$ cat config.mk
export PLATFORM = sky130hd
export DESIGN_NAME = uart_cmd_scheduler
export DESIGN_NICKNAME = d
export VERILOG_FILES = /design/src/rtl/uart_cmd_scheduler.sv
export SDC_FILE = /design/constraint.sdc
export NUM_CORES = 1
export LEC_CHECK = 0
export CORE_UTILIZATION = 47
export CTS_CLUSTER_SIZE = 40
export DETAILED_ROUTE_END_ITERATION = 16
export DONT_BUFFER_PORTS = 1
export PLACE_DENSITY = 0.64
export SYNTH_ARGS = -nofsm -noshare
export SYNTH_HDL_FRONTEND = slang
export SYNTH_SLANG_ARGS = --single-unit
$ cat constraint.sdc
create_clock -name sys_clk_i -period 2.43 [get_ports sys_clk_i]
set_input_delay 0.243 -clock sys_clk_i [delete_from_list [all_inputs] [get_ports sys_clk_i]]
set_output_delay 0.243 -clock sys_clk_i [all_outputs]
set_load 0.01 [all_outputs]
$ cat src/rtl/uart_cmd_scheduler.sv
// Frame scheduler for the car UART link: arbitrates manual/auto command sources once per
// frame tick, sanitises the chosen command, and tracks detector feedback and link health.
module uart_cmd_scheduler #(
  parameter int unsigned FRAME_PERIOD = 100000,
  parameter int unsigned RX_TIMEOUT   = 5000000,
  parameter int unsigned CNT_W        = 24
) (
  input  logic       sys_clk_i,
  input  logic       rst_i,
  input  logic       enable_i,
  input  logic       man_req_i,
  input  logic [5:0] man_cmd_i,
  output logic       man_ack_o,
  input  logic       auto_req_i,
  input  logic [5:0] auto_cmd_i,
  output logic       auto_ack_o,
  input  logic       tx_busy_i,
  output logic       tx_start_o,
  output logic [7:0] tx_data_o,
  input  logic       rx_valid_i,
  input  logic [7:0] rx_data_i,
  output logic [3:0] detectors_o,
  output logic       link_lost_o,
  output logic [1:0] grant_src_o,
  output logic [1:0] state_o
);

  typedef enum logic [1:0] {
    IDLE      = 2'd0,
    ARB       = 2'd1,
    SEND      = 2'd2,
    WAIT_BUSY = 2'd3
  } state_e;

  localparam logic [CNT_W-1:0] FRAME_LAST = CNT_W'(FRAME_PERIOD - 1);
  localparam logic [CNT_W-1:0] RX_LIMIT   = CNT_W'(RX_TIMEOUT);

  state_e           state_q, state_d;
  logic [CNT_W-1:0] frame_cnt_q, frame_cnt_d;
  logic [CNT_W-1:0] rx_cnt_q, rx_cnt_d;
  logic             pending_q, pending_d;
  logic [5:0]       cmd_q, cmd_d;
  logic [1:0]       grant_q, grant_d;
  logic [3:0]       det_q, det_d;

  logic       tick;
  logic       arb_enter;
  logic       rx_ok;
  logic       link_lost;
  logic [5:0] sel_cmd;
  logic [5:0] san_cmd;
  logic       unused_rx_bits;

  assign unused_rx_bits = ^rx_data_i[5:4];

  always_ff @(posedge sys_clk_i) begin
    if (rst_i) begin
      state_q     <= IDLE;
      frame_cnt_q <= '0;
      rx_cnt_q    <= '0;
      pending_q   <= 1'b0;
      cmd_q       <= '0;
      grant_q     <= 2'b00;
      det_q       <= 4'h0;
    end else begin
      state_q     <= state_d;
      frame_cnt_q <= frame_cnt_d;
      rx_cnt_q    <= rx_cnt_d;
      pending_q   <= pending_d;
      cmd_q       <= cmd_d;
      grant_q     <= grant_d;
      det_q       <= det_d;
    end
  end

  // Frame counter only runs while powered; tick marks the last count of each period.
  always_comb begin
    frame_cnt_d = frame_cnt_q;
    tick        = 1'b0;
    if (!enable_i) begin
      frame_cnt_d = '0;
    end else if (frame_cnt_q == FRAME_LAST) begin
      frame_cnt_d = '0;
      tick        = 1'b1;
    end else begin
      frame_cnt_d = frame_cnt_q + CNT_W'(1);
    end
  end

  // At most one frame is owed: a tick arriving while pending is set is simply absorbed.
  always_comb begin
    pending_d = pending_q;
    if (arb_enter || !enable_i) begin
      pending_d = 1'b0;
    end else if (tick) begin
      pending_d = 1'b1;
    end
  end

  // Handshake with the transmitter: tx_start is held high with tx_data stable until
  // tx_busy is sampled high (byte accepted); the next frame waits until tx_busy drops.
  always_comb begin
    state_d    = state_q;
    cmd_d      = cmd_q;
    grant_d    = grant_q;
    man_ack_o  = 1'b0;
    auto_ack_o = 1'b0;
    tx_start_o = 1'b0;
    arb_enter  = 1'b0;
    sel_cmd    = 6'b0;
    case (state_q)
      IDLE: begin
        if (pending_q && enable_i) begin
          state_d   = ARB;
          arb_enter = 1'b1;
        end
      end
      ARB: begin
        if (man_req_i) begin
          sel_cmd   = man_cmd_i;
          man_ack_o = 1'b1;
          grant_d   = 2'b01;
        end else if (auto_req_i) begin
          sel_cmd    = auto_cmd_i;
          auto_ack_o = 1'b1;
          grant_d    = 2'b10;
        end else begin
          grant_d = 2'b00;
        end
        cmd_d   = san_cmd;
        state_d = SEND;
      end
      SEND: begin
        tx_start_o = 1'b1;
        if (tx_busy_i) begin
          state_d = WAIT_BUSY;
        end
      end
      WAIT_BUSY: begin
        if (!tx_busy_i) begin
          state_d = IDLE;
        end
      end
      default: state_d = IDLE;
    endcase
  end

  // Contradictory motion pairs cancel; a lost link always sends the all-stop command.
  always_comb begin
    san_cmd = sel_cmd;
    if (san_cmd[0] && san_cmd[1]) begin
      san_cmd[1:0] = 2'b00;
    end
    if (san_cmd[2] && san_cmd[3]) begin
      san_cmd[3:2] = 2'b00;
    end
    if (link_lost) begin
      san_cmd = 6'b0;
    end
  end

  assign rx_ok     = rx_valid_i && (rx_data_i[7:6] == 2'b10);
  assign link_lost = (rx_cnt_q == RX_LIMIT);

  always_comb begin
    det_d    = det_q;
    rx_cnt_d = rx_cnt_q;
    if (rx_ok) begin
      det_d    = rx_data_i[3:0];
      rx_cnt_d = '0;
    end else if (!link_lost) begin
      rx_cnt_d = rx_cnt_q + CNT_W'(1);
    end
  end

  assign tx_data_o   = {2'b10, cmd_q};
  assign grant_src_o = grant_q;
  assign link_lost_o = link_lost;
  assign detectors_o = link_lost ? 4'hF : det_q;
  assign state_o     = state_q;

endmodule

Word-level counts from Yosys, hierarchy flattened:

Index checks and enable logic that the tools add are counted.

* bitwise logic cells: 1
* reduce and logical (&&, ||, !) cells: 11
* add/sub/neg operators: 2
* equality and inequality tests: 9
* mux-type cells: 23

Operators by type and width (number)
* 24-bit by 1-bit adder with 24-bit output, second input constant: 2
* 24-bit by 17-bit == test with 1-bit output, second input constant: 1
* 24-bit by 23-bit == test with 1-bit output, second input constant: 1
* 6-bit 2-to-1 mux: 4
* 2-bit 2-to-1 mux: 7
* 1-bit 2-to-1 mux: 10
* 2-bit case mux with 4 select lines: 1
* 2-bit == test, second input constant: 3
* 2-bit != test, second input constant: 3
* 1-bit logical AND: 4
* 4-bit 2-to-1 mux: 1
* 2-bit OR reduction: 2
* 3-bit AND reduction: 1
* 3-bit OR reduction: 1
* 2-bit by 1-bit == test with 1-bit output, second input constant: 1
* 2-bit zero test: 1
* 1-bit zero test: 1
* 1-bit logical OR: 1
* 1-bit NOT: 1

* word-level logic and storage cells: 53
* output and inout bits: 20
* register bits after elaboration: 63
* bits of input ports: 27

Logic depth before layout (Yosys ltp):

Gate-level depths: netlist (run 1).

* depth after elaboration: 6
* gate-level depth with buffers: 8
* gate-level depth less buffers: 6

Worst setup path before layout (run 1):

Ideal clock, no wire load.

* path kind: register to register
* from: register frame_cnt_q[5]
* to: register frame_cnt_q[19]
* slack: 576 ps
* cell stages (with the launch flop): 7
* arrival: 1783 ps
* cells stage by stage: dfxtp_1 > buf_2 > nand4_2 > or4_1 > buf_2 > or4_1 > a21oi_1

* word-level cells in the longest chain between the ends: 2

Ends and longest elaborated chain
* from (decl): line 39 `logic [CNT_W-1:0] frame_cnt_q, frame_cnt_d;`
* from (signal assigned): line 67 `frame_cnt_q <= frame_cnt_d;`
* branches (longest 2 deep; another with 24-bit by 1-bit adder with 24-bit output)

Parallel ways; which one is timed is not known.
A chain may end at the register's enable or synchronous reset.

Worst setup path in the final report (run 1):

* from: register rx_cnt_q[0]
* to: output detectors_o[3]

* word-level cells in the longest chain between the ends: 2

Ends and longest elaborated chain
* from (decl): line 40 `logic [CNT_W-1:0] rx_cnt_q, rx_cnt_d;`
* from (signal assigned): line 68 `rx_cnt_q <= rx_cnt_d;`
* 24-bit by 23-bit == test with 1-bit output: line 163 `assign link_lost = (rx_cnt_q == RX_LIMIT);`
* via link_lost_o: line 23 `output logic link_lost_o,`
* 4-bit 2-to-1 mux: line 179 `assign detectors_o = link_lost ? 4'hF : det_q;`
* to (decl): line 22 `output logic [3:0] detectors_o,`

The timed path passes the listed nets, and every way through them passes these cells.

==> reports/results.tsv, run 1 <==
stage	metric	value	unit
finish	fill_cells	614	
detailed_routing	maxUsedRoutingLayer	met4	
power	peakVddDrop	422	uV
grt	grt_pass1_vias	2448	
detailed_routing	wl_per_cell	14.1	um
detailed_routing	met3_length	220	um
detailed_routing	wl_met2	2970	um
logic_synthesis	netlist_area	3110	um^2
sta	post-route-period-util	0.938	
floorplan	start_util	0.487	
finish	antennaDiodeCount	0	
placed_design	gp_congestion	0.814	
hold_path	hold_path_class	primary input to flop	
detailed_routing	viasPerCell	5.87	
finish	drive_above_1_share	0.0773	
detailed_routing	antenna_left	0	
outcome	status	complete, no violations	
job	maxCapViolations	0	
placed_design	place_ws	0.338	ns
grt	grt_pass1_wl	11100	um
logic_synthesis	synth_flop_cell	dfxtp_1	
finish	mostFrequentLayoutCell	dfxtp_1	
sta	hold_viol_final	0	
grt	overflow	0	
setup_path	worstPathArrival	2.04	ns
detailed_routing	drtPass1Iterations	5	
clocking	cts_inserted_buffers	9	
sta	setup_ws	0.150	ns
detailed_routing	wl	6370	um
sta	timing.slew.headroom	0.653	
power	p_per_area	636	nW/um^2
clocking	insertion_delay	0.34	ns
floorplan	die_width	83.4	um
setup_path	critPathKind	flop to primary output	
clocking	cts_sinks	63	
floorplan	pin_count	47	
floorplan	core	6390	um^2
setup_path	critPathRequiredTime	2.19	ns
logic_synthesis	synth-edff-count	0	
logic_synthesis	avgSynthCellArea	8.36	um^2
detailed_routing	wl_met1	3070	um
clocking	cts_root_buffer	clkbuf_8	
sta	tightestPinTransition	0.519	ns
clocking	clockBufferDepth	2	
floorplan	num_rows	29	
detailed_routing	drt-initial-drc-count	133	
clocking	cts_setup_buffers	0	
sta	period_needed	2.28	ns
clocking	clk_pin_slew	0.07	ns
power	leakagePower	1.06	nW
sta	rsz0062_at_grt	false	
finish	area_growth	8.28	%
logic_synthesis	async_flop_share	0	
finish	final_cell_mix	63 x dfxtp_1, 36 x nor2_1, 31 x a21oi_1	
detailed_routing	vias	2652	
logic_synthesis	synth-seq-cells	63	
logic_synthesis	synth_cell_types	46	
logic_synthesis	syn_inst	372	
detailed_routing	drc	0	
grt	grt_util_all_layers	0.196	
placed_design	hpwl	4360	um
setup_path	crit_path_end_kind	primary output	
setup_path	crit_path_start_kind	flop	
clocking	ctsHtreeMaxLevel	3	
sta	finalClockSkew	0.00893	ns
sta	finalSetupViolations	0	
logic_synthesis	yosysSeqAreaShare	0.405	
logic_synthesis	ys_warn_count	0	
grt	grt_max_degree	25	
setup_path	path_max_fanout	6	
floorplan	die-height	83.4	um
sta	fin_tns_setup	0	ns
logic_synthesis	synthesis.nets	407	
floorplan	dieArea	6950	um^2
finish	finalNetCount	405	
clocking	cts_tree	done	
sta	fmax	439	MHz
grt	antenna_found_initial	0	
placed_design	port_buffers	0	
sta	maxSlewViolCount	0	
==> metrics by stage <==
step	instance area, um^2	std cells	hold slack, ns	util	total power, mW
after CTS	3370	452	0.0482	0.527	2.17
after detailed placement	3160	435	0.317	0.495	1.26
after global placement	3160	435	0.315	0.495	1.26
final	3370	452	0.0528	0.528	2.14
after global routing	3370	452	0.0479	0.528	2.24
after floorplan	3110	372	0.390	-	1.24
==> cells by family after synthesis <==
family                   after synthesis  synth area share
AND/OR/NAND/NOR                      170             0.308
AO/OA/AOI/OAI                         72             0.134
flip-flops                            63             0.405
buffers and inverters                 30            0.0398
XOR/XNOR                              21            0.0591
adder cells (fa/ha/maj)                8            0.0322
multiplexers                           6            0.0193
other                                  2           0.00241
==> critical path, stage by stage, from the launching register on <==
cell	delay (ns)
dfxtp_1	0.36
inv_1	0.10
ha_1	0.15
nor4bb_1	0.39
nand4_1	0.23
nor2_2	0.29
or2_2	0.19
==> state kept, by name, indices dropped and copies added, names as in the netlist <==
name         flops
frame_cnt_q     24
rx_cnt_q        24
cmd_q            6
det_q            4
grant_src_o      2
state_o          2
pending_q        1
==> power by group <==
part	internal [mW]	switching, mW
registers	1.06	0.0337
clock network	0.496	0.405
logic	0.0577	0.0925
==> per-layer routing <==
metal | global-route usage | vias to the layer above
li1 | - | 1351
met1 | 0.249 | 1248
met2 | 0.313 | 43
met3 | 0.0487 | 10
met4 | 0.0878 | 0
met5 | 0 | -
==> what timing repair did <==
| item | in CTS | in global routing |
|---|---|---|
| setup endpoints to repair | 0 | 4 |
| hold endpoints to repair | 14 | 0 |
| gates resized for setup | 0 | 1 |
| hold buffers | 1 | 0 |
==> final timing paths <==
kind / start / endpoint / slack, ns / cells after the start
hold / removal: rx_data_i[3] / det_q[3] / 0.05 / 2
setup reg to reg: rx_cnt_q[1] / rx_cnt_q[14] / 0.32 / 5
setup / recovery: rx_cnt_q[0] / detectors_o[3] / 0.15 / 6
hold reg to reg: frame_cnt_q[0] / frame_cnt_q[0] / 0.47 / 1
==> cell type report <==
type                            instances  area, um^2  share of cell area
Multi-Input combinational cell        279        1730               0.513
Sequential cell                        63        1260               0.374
Clock buffer                           10         138              0.0408
Tap cell                               77        96.3              0.0286
Clock inverter                          6        60.1              0.0178
Inverter                               12        45.0              0.0134
Timing Repair Buffer                    5        40.0              0.0119
==> cells in the mapped netlist, types with 3 or more instances <==
library cell   n  share of area
a222oi_1       4          0.013
o31ai_1        3         0.0072
o21ai_0       24          0.039
nor3_1         9          0.014
inv_1         12          0.014
nor2b_1        4         0.0080
and4_1         7          0.020
nand3_1       19          0.031
or2_2          4         0.0080
or4_1          7          0.017
dfxtp_1       63           0.41
xor2_1         8          0.023
nand4b_1       5          0.014
nand4_1       15          0.030
a21oi_1       31          0.050
nand2_1       20          0.024
clkbuf_1      13          0.016
or3_1         17          0.034
mux2i_1        6          0.019
nor4_1        10          0.020
ha_1           8          0.032
xnor2_1       13          0.037
nor2_1        37          0.045
Power figures use the tool's default switching activity.
==> run 2: changes to the inputs <==
ABC_CLOCK_PERIOD_IN_PS = 2430   (was not set)
==> results of run 2 <==
Final layout, timing and power as in run 1 (identical DEF).
